==> src/rtl/gate_truth_seq.sv <==
// gate_truth_seq: clocked truth-table sequencer for 2-input gate exercises.
// Drives gate_a/gate_b through 00, 01, 10, 11. Each vector is held for
// HOLD_CYCLES settle cycles and then one SAMPLE cycle. In SAMPLE the block
// checks and_in/or_in against a&b and a|b and adds the mismatches to a
// saturating error count. At the end of the run it reports done and pass.
//
// Ports:
//   clk      in   1      rising-edge clock
//   rst_n    in   1      async active-low reset
//   start    in   1      run request, accepted only when idle or done
//   and_in   in   1      and_gate output under test
//   or_in    in   1      or_gate output under test
//   gate_a   out  1      gate input A
//   gate_b   out  1      gate input B
//   vec_idx  out  2      current vector index = {gate_a, gate_b}
//   busy     out  1      run in progress (DRIVE/SAMPLE)
//   done     out  1      run finished
//   pass     out  1      valid while done; 1 when err_cnt == 0
//   err_cnt  out  CNT_W  saturating mismatch count
module gate_truth_seq #(
    parameter int unsigned HOLD_CYCLES = 2,
    parameter int unsigned CNT_W       = 4
) (
    input  logic             clk,
    input  logic             rst_n,
    input  logic             start,
    input  logic             and_in,
    input  logic             or_in,
    output logic             gate_a,
    output logic             gate_b,
    output logic [1:0]       vec_idx,
    output logic             busy,
    output logic             done,
    output logic             pass,
    output logic [CNT_W-1:0] err_cnt
);

    localparam int unsigned HW = $clog2(HOLD_CYCLES) + 1;
    localparam logic [HW-1:0] HOLD_LAST = HW'(HOLD_CYCLES - 1);

    typedef enum logic [1:0] {
        IDLE,
        DRIVE,
        SAMPLE,
        DONE
    } state_t;

    state_t          state;
    logic [HW-1:0]   hold_cnt;
    logic [1:0]      err_inc;
    logic [CNT_W:0]  err_sum;
    logic [CNT_W-1:0] err_sat;

    // Per-vector mismatch count (0..2) and the saturating accumulation.
    always_comb begin
        err_inc = '0;
        err_inc = {1'b0, (and_in != (gate_a & gate_b))}
                + {1'b0, (or_in  != (gate_a | gate_b))};
        err_sum = {1'b0, err_cnt} + (CNT_W + 1)'(err_inc);
        err_sat = err_sum[CNT_W] ? '1 : err_sum[CNT_W-1:0];
    end

    always_ff @(posedge clk or negedge rst_n) begin
        if (!rst_n) begin
            state    <= IDLE;
            hold_cnt <= '0;
            gate_a   <= 1'b0;
            gate_b   <= 1'b0;
            vec_idx  <= '0;
            busy     <= 1'b0;
            done     <= 1'b0;
            pass     <= 1'b0;
            err_cnt  <= '0;
        end else begin
            case (state)
                IDLE: begin
                    if (start) begin
                        state    <= DRIVE;
                        hold_cnt <= '0;
                        vec_idx  <= '0;
                        err_cnt  <= '0;
                        gate_a   <= 1'b0;
                        gate_b   <= 1'b0;
                        busy     <= 1'b1;
                        done     <= 1'b0;
                        pass     <= 1'b0;
                    end
                end
                DRIVE: begin
                    if (hold_cnt == HOLD_LAST) begin
                        state <= SAMPLE;
                    end else begin
                        hold_cnt <= hold_cnt + 1'b1;
                    end
                end
                SAMPLE: begin
                    err_cnt <= err_sat;
                    if (vec_idx == 2'd3) begin
                        state  <= DONE;
                        busy   <= 1'b0;
                        gate_a <= 1'b0;
                        gate_b <= 1'b0;
                    end else begin
                        state    <= DRIVE;
                        hold_cnt <= '0;
                        vec_idx  <= vec_idx + 2'd1;
                        gate_a   <= (vec_idx == 2'd1) || (vec_idx == 2'd2);
                        gate_b   <= ~vec_idx[0];
                    end
                end
                DONE: begin
                    // The first DONE cycle publishes done/pass from the final
                    // err_cnt. That count was registered on the last SAMPLE
                    // edge, so done rises one edge after the run ends. A
                    // restart is taken only once done is visible.
                    if (!done) begin
                        done <= 1'b1;
                        pass <= (err_cnt == '0);
                    end else if (start) begin
                        state    <= DRIVE;
                        hold_cnt <= '0;
                        vec_idx  <= '0;
                        err_cnt  <= '0;
                        gate_a   <= 1'b0;
                        gate_b   <= 1'b0;
                        busy     <= 1'b1;
                        done     <= 1'b0;
                        pass     <= 1'b0;
                    end
                end
                default: state <= IDLE;
            endcase
        end
    end

endmodule

==> config.mk <==
export PLATFORM = sky130hd
export DESIGN_NAME = gate_truth_seq
export DESIGN_NICKNAME = d
export VERILOG_FILES = /design/src/rtl/gate_truth_seq.sv
export SDC_FILE = /design/constraint.sdc
export NUM_CORES = 1
export LEC_CHECK = 0
export CAP_MARGIN = 0
export CORE_MARGIN = 1
export CORE_UTILIZATION = 50
export CTS_CLUSTER_SIZE = 30
export DETAILED_ROUTE_END_ITERATION = 10
export GPL_TIMING_DRIVEN = 0
export PLACE_DENSITY = 0.85
export SYNTH_ARGS = -nofsm -noshare
export SYNTH_HDL_FRONTEND = slang
export SYNTH_SLANG_ARGS = --single-unit
==> constraint.sdc <==
create_clock -name clk -period 2.45 [get_ports clk]
set_clock_uncertainty 0.2 [all_clocks]
set_input_delay 0.49 -clock clk [delete_from_list [all_inputs] [get_ports clk]]
set_output_delay 0.49 -clock clk [all_outputs]
set_load 0.005 [all_outputs]
==> reports/results.md, run 1 <==
| Parameter | This run |
| --- | --- |
| Run status | completed |
| # placed instances | 132 |
| CP Launch Type | input pin |
| Cell with the most instances after synthesis | dfrtp_1 |
| Xor/xnor cell area share of the yosys netlist | 1.84% |
| Hold Slack | 0.280 ns |
| Core region area | 1760 sq um |
| Estimated wirelength of the detail-placed design | 1450 um |
| Number of synthesized flops with an enable pin | 0 |
| Required time reported for the critical path endpoint | 2.40 ns |
| Vias in the first global route | 709 |
| Number of sinks handled by clock tree synthesis | 15 |
| Number of placement rows | 15 |
| Mapped Avg Cell Area | 10.3 sq um |
| Antenna violations before repair | 0 |
| Crit Path Class | in2reg |
| Endpoint arrival time on the critical path | 2.14 ns |
| Proportion of register bits with asynchronous set or reset after synthesis | 100% |
| Pins Over Slew Limit | 0 |
| Commonest cells in the synthesized netlist | dfrtp_1, inv_1, ha_1 |
| Post_cts resized | 0 |
| Area fraction in compound gates after synthesis | 19.2% |
| Fraction of power consumed by sequential logic | 33.0% |
| Via density per instance | 5.59 |
| Final Util | 65.7% |
| Cells along the critical path | clkdlybuf4s50_1 -> xor2_1 -> fa_1 -> inv_1 -> ha_1 -> nand2_1 -> o2111ai_1 -> a21oi_1 |
| Cells taking the most area after synthesis | dfrtp_1, ha_1, inv_1, mux2i_1, o21ai_0 |
| Overall die width | 45.6 um |
| Simple logic cell fraction of the synthesized area | 16.4% |
| Violation count after the first detailed-route iteration | 8 |
| Top cell type's share of synthesized area | 39.4% |
| Initial cell density of the core | 54.0% |
| Global-route congestion overflow total | 0 |
| Cell area after technology mapping | 952 sq um |
| Crit path max-delay cell type | fa_1 |
| Clock insertion delay at the later pin of the skew report | 0.28 ns |
| Largest area contributor in the netlist | dfrtp_1 |
| Max Cap Violations | 0 |
| Total of endpoints with negative setup slack in the final report | 0 |
| Drt first pass iters | 4 |
| DIE AREA | 2080 sq um |
| Relative slew slack | 54.3% |
| Largest net degree at the start of global routing | 16 |
| Count of cell types in the netlist | 39 |
| Combinational fraction of design power | 55.4% |
| Main combinational cell family by area after synthesis | compound AO/OA/AOI/OAI gates |
| Finished Cell Area | 1160 sq um |
| Power consumption | 1.20 mW |
| Clock Pin Slew Worst Setup and Hold Paths | 0.08 ns |
| Main synth FF type | dfrtp_1 |
| Gate count of the mapped netlist | 92 |
| Critical path peak fanout | 5 |
| Global router's overall resource usage | 21.0% |
| Period utilization | 89.1% |
| Measured slew at the worst slew-check pin | 0.683 ns |
| First-pass GRT wire length | 3040 um |
| Final count of hold timing violations | 0 |
| Cell area reported after detailed placement | 1130 sq um |
| Static power due to leakage | 0.501 nW |
| Number of nets produced by synthesis | 106 |
| H-tree depth | 1 |
| DR vias | 760 |
| Mux cell area share after synthesis | 3.15% |
| Clock share of power | 11.5% |
| Reported net switching power | 473 uW |
| Number of register bits inferred by synthesis | 15 |
| Max incr delay on CP | 0.43 ns |
| TritonCTS clock tree | done |
| Longest Clk Path Bufs | 2 |
| Adder-cell area share of the yosys netlist | 12.6% |
| Number of input and output port buffers inserted | 15 |
| RSZ-0062 raised after global routing | false |
| Die outline height | 45.6 um |
| Weighted congestion reported at the end of routability-driven placement | 0.724 |
| WL final | 1840 um |
| Area growth from synthesis to final layout | 21.8% |
| Switching Share | 39.6% |
| Routed len/inst | 13.6 um |
| Total of warnings raised by yosys | 0 |
| Endpoint type of the worst setup path | flip-flop |
| Worst setup slack after layout | 0.267 ns |
| Sum Neg Setup Slack | 0 ns |
| Internal power contribution | 722 uW |
| Minimum clock period after layout | 2.18 ns |
| Cell at the root of the clock tree | clkbuf_4 |
| TritonCTS buffer count | 3 |
| Sequential-to-total area share from yosys stat | 39.4% |
| Placement Setup Slack | -0.0555 ns |
| DRC violations left | 0 |
| Remaining number of nets flagged by the antenna check after routing | 0 |
| Final net count | 126 |
| Non-filler instance count after layout | 136 |
| Class of the tightest hold or removal check | reg2reg |
| Achievable Freq | 0.458 GHz |
| Pwr per Cell Area | 1030 nW/um^2 |
| Worst IR Drop VDD | 0.731 mV |
| Number of buffers inserted for hold repair after clock tree synthesis | 0 |
| N_diodes | 0 |
| Share of final-layout standard cells stronger than drive strength 1 | 11.7% |
| Setup Buffers After CTS | 0 |
| Count of boundary I/O pins | 16 |
## layer usage
metal	global-route usage (%)	vias to the layer above	routed length (um)	share of wire, %
met4	9.09	0	29	1.6
met5	0	-	0	0
li1	-	376	-	-
met1	26.4	364	851	46
met2	34.3	15	908	49
met3	4.76	5	54	2.9
## state kept, by name (all words and copies together) (netlist names)
register and cells:
gate_a 1, gate_b 1, busy 1, done 1, pass 1, state 2, vec_idx 2, hold_cnt 2
err_cnt 4
## kinds of logic after synthesis
logic type      Yosys count
mux                       3
flops                    15
compound gates           24
fa+ha+maj                 9
simple gates             25
buf+inv                  14
xor+xnor                  2
## area by class of cell
cell class	instances	area, sq um
repair buffers	15	150
well taps	25	31.3
clock buffers	4	26.3
inverters	10	37.5
fillers	163	604
plain buffers	4	32.5
multi-input cells	63	507
flip-flops and latches	15	375
## path summary, 6_finish.rpt
check                                          to                from  slack (ns)  cells past startpoint
max                        err_cnt[2]$_DFFE_PN0P_              and_in        0.27                      8
min                              pass$_DFFE_PN0P_    pass$_DFFE_PN0P_        0.28                      1
max reg2reg                err_cnt[2]$_DFFE_PN0P_  gate_b$_DFFE_PN0P_        0.43                      8
min reg2reg                      pass$_DFFE_PN0P_    pass$_DFFE_PN0P_        0.28                      1
max in group asynchronous  err_cnt[3]$_DFFE_PN0P_               rst_n        1.20                      1
min in group asynchronous      gate_b$_DFFE_PN0P_               rst_n        0.42                      1
## placed cells by master (no fill, tap or decap), types with 2 or more instances in the layout
cell             instances
o2bb2ai_1                2
buf_6                    2
nor3_1                   3
buf_2                    2
nand2b_1                 2
o31ai_1                  2
xor2_1                   2
nand3b_1                 2
ha_1                     8
nor2b_1                  2
nor2_1                   2
clkbuf_4                 3
dfrtp_1                 15
mux2i_1                  3
a31oi_1                  3
nand2_1                  5
o21ai_0                  5
o2111ai_1                2
clkdlybuf4s50_1         15
inv_1                    9
## power groups by stage
stage	clock network, mW	registers [mW]	logic (mW)
finish	0.138	0.395	0.663
global route	0.153	0.405	0.751
CTS	0.142	0.395	0.669
detailed placement	0	0.400	0.668
global placement	0	0.391	0.644
floorplan	0	0.389	0.472
## critical path: cells and delay by family
family / cells / cell delay [ns]
simple gates: 1 / 0.07
xor+xnor: 1 / 0.18
buf+inv: 2 / 0.49
compound gates: 2 / 0.26
fa+ha+maj: 2 / 0.64
(Power assumes the default switching activity.)
==> inputs of run 2 (changes only) <==
PLACE_DENSITY = 0.76   (was 0.85)
==> reports/results.md, run 2 (same netlist as run 1, synthesis figures left out) <==
| Parameter | This run | Change |
| --- | --- | --- |
| Endpoint arrival time on the critical path | 2.19 ns | +0.05 ns |
| Endpoint type of the worst setup path | flip-flop |  |
| Fill count | 162 | -0.61% |
| Largest net degree at the start of global routing | 16 | unchanged |
| Static power due to leakage | 0.501 nW | unchanged |
| Relative slew slack | 55.1% | +0.74 points |
| Pwr per Cell Area | 1040 nW/um^2 | +0.67% |
| Routed len/inst | 13.2 um | -2.5% |
| Max Cap Violations | 0 | unchanged |
| Post-route met1 wirelength | 877 um | +3.1% |
| RSZ-0062 raised after global routing | false |  |
| Estimated wirelength of the detail-placed design | 1340 um | -7.7% |
| Cell at the root of the clock tree | clkbuf_4 |  |
| Run status | completed |  |
| Post_cts resized | 0 | unchanged |
| TritonCTS buffer count | 3 | unchanged |
| Detail Route met3 WL | 85 um | +57% |
| Largest register FFs | 4 | unchanged |
| DR vias | 734 | -3.4% |
| Via density per instance | 5.40 | -3.4% |
| Core region area | 1760 sq um | unchanged |
| Die outline height | 45.6 um | unchanged |
| Number of buffers inserted for hold repair after clock tree synthesis | 0 | unchanged |
| TritonCTS clock tree | done |  |
| Crit path buffers/inverters | 1 | -1 |
| First-pass GRT wire length | 2980 um | -2.0% |
| Weighted congestion reported at the end of routability-driven placement | 0.715 | -1.2% |
| Setup Buffers After CTS | 0 | unchanged |
| Share of final-layout standard cells stronger than drive strength 1 | 11.7% | unchanged |
| Critical path peak fanout | 2 | -3 |
| Number of placement rows | 15 | unchanged |
| Dominant delay contributor by cell family on the critical path | simple AND/OR/NAND/NOR gates |  |
| Antenna violations before repair | 0 | unchanged |
| Vias in the first global route | 690 | -2.7% |
| Pins Over Slew Limit | 0 | unchanged |
| Drt first pass iters | 4 | unchanged |
| Final net count | 126 | unchanged |
| H-tree depth | 1 | unchanged |
| Required time reported for the critical path endpoint | 2.46 ns | +0.06 ns |
| N_diodes | 0 | unchanged |
| CP Launch Type | input pin |  |
| Minimum clock period after layout | 2.18 ns | -0.00187 ns |
| Power consumption | 1.20 mW | +0.67% |
| Clock Pin Slew Worst Setup and Hold Paths | 0.09 ns | about the same |
| Achievable Freq | 0.459 GHz | about the same |
| Cells along the critical path | clkdlybuf4s50_1 -> xor2_1 -> fa_1 -> nand3b_1 -> nor4b_1 -> a2bb2oi_1 |  |
| Max incr delay on CP | 0.42 ns | about the same |
| R2r setup slk | 0.44 ns | about the same |
| Number of input and output port buffers inserted | 15 | unchanged |
| Number of sinks handled by clock tree synthesis | 15 | unchanged |
| Clock insertion delay at the later pin of the skew report | 0.28 ns | about the same |
| Remaining number of nets flagged by the antenna check after routing | 0 | unchanged |
| Largest reg by FF count | err_cnt |  |
| Total of endpoints with negative setup slack in the final report | 0 | unchanged |
| Initial cell density of the core | 54.0% | unchanged |
| DIE AREA | 2080 sq um | unchanged |
| Overall die width | 45.6 um | unchanged |
| Met2 wirelength from detailed routing | 807 um | -11% |
| Worst IR Drop VDD | 0.745 mV | +1.8% |
| Leading cell types in the layout, fill and taps excluded | dfrtp_1, clkdlybuf4s50_1, inv_1 |  |
| Period utilization | 89.0% | about the same |
| Global router's overall resource usage | 20.3% | -0.71 points |
| Final Util | 65.7% | unchanged |
| Longest Clk Path Bufs | 2 | unchanged |
| Class of the tightest hold or removal check | reg2reg |  |
| WL final | 1800 um | -2.5% |
| Uppermost layer routed | met4 |  |
| Measured slew at the worst slew-check pin | 0.672 ns | -0.0111 ns |
| Global-route congestion overflow total | 0 | unchanged |
| Count of boundary I/O pins | 16 | unchanged |
| Crit Path Class | in2reg |  |
| Crit path max-delay cell type | clkdlybuf4s50_1 |  |
| Final count of hold timing violations | 0 | unchanged |
| DRC violations left | 0 | unchanged |
| Area growth from synthesis to final layout | 21.8% | unchanged |
| Violation count after the first detailed-route iteration | 15 | +7 |
## run 2: area by class of cell
cell class | instances | area (sq um) | area share [%]
buffer | 4 | 32.5 | 2.80
clock buffer | 4 | 26.3 | 2.27
inverter | 10 | 37.5 | 3.24
multi-input combinational | 63 | 507 | 43.7
sequential | 15 | 375 | 32.4
tap | 25 | 31.3 | 2.70
timing repair buffer | 15 | 150 | 12.9
## run 2: path summary, 6_finish.rpt
kind                                         start                 endpoint  cells past startpoint
max in group asynchronous                    rst_n         done$_DFFE_PN0P_                      1
min                        hold_cnt[0]$_DFFE_PN0P_  hold_cnt[0]$_DFFE_PN0P_                      1
max reg2reg                     gate_b$_DFFE_PN0P_   err_cnt[3]$_DFFE_PN0P_                      8
min reg2reg                hold_cnt[0]$_DFFE_PN0P_  hold_cnt[0]$_DFFE_PN0P_                      1
max                                         and_in   err_cnt[3]$_DFFE_PN0P_                      6
min in group asynchronous                    rst_n  hold_cnt[1]$_DFFE_PN0P_                      1
## run 2: routing by layer
| metal | track usage, % | vias up |
|---|---|---|
| li1 | - | 372 |
| met1 | 27.9 | 334 |
| met2 | 32.0 | 20 |
| met3 | 3.97 | 8 |
| met4 | 6.67 | 0 |
| met5 | 0 | - |
## run 2: metrics by stage
step	setup WS, ns	hold WS, ns	area, sq um	TNS, ns	cells
after CTS	0.264	0.289	1160	0	136
after global routing	0.150	0.309	1160	0	136
after detailed placement	-0.0274	0.271	1130	-0.0430	132
final	0.269	0.283	1160	0	136
after floorplan	0.536	-0.00559	952	0	92
after global placement	-0.0183	0.264	1130	-0.0183	132
## run 2: where the power goes
part           switching [mW]  internal [mW]
Clock                  0.0810         0.0632
Combinational           0.331          0.339
Sequential             0.0674          0.322
Total                   0.480          0.724
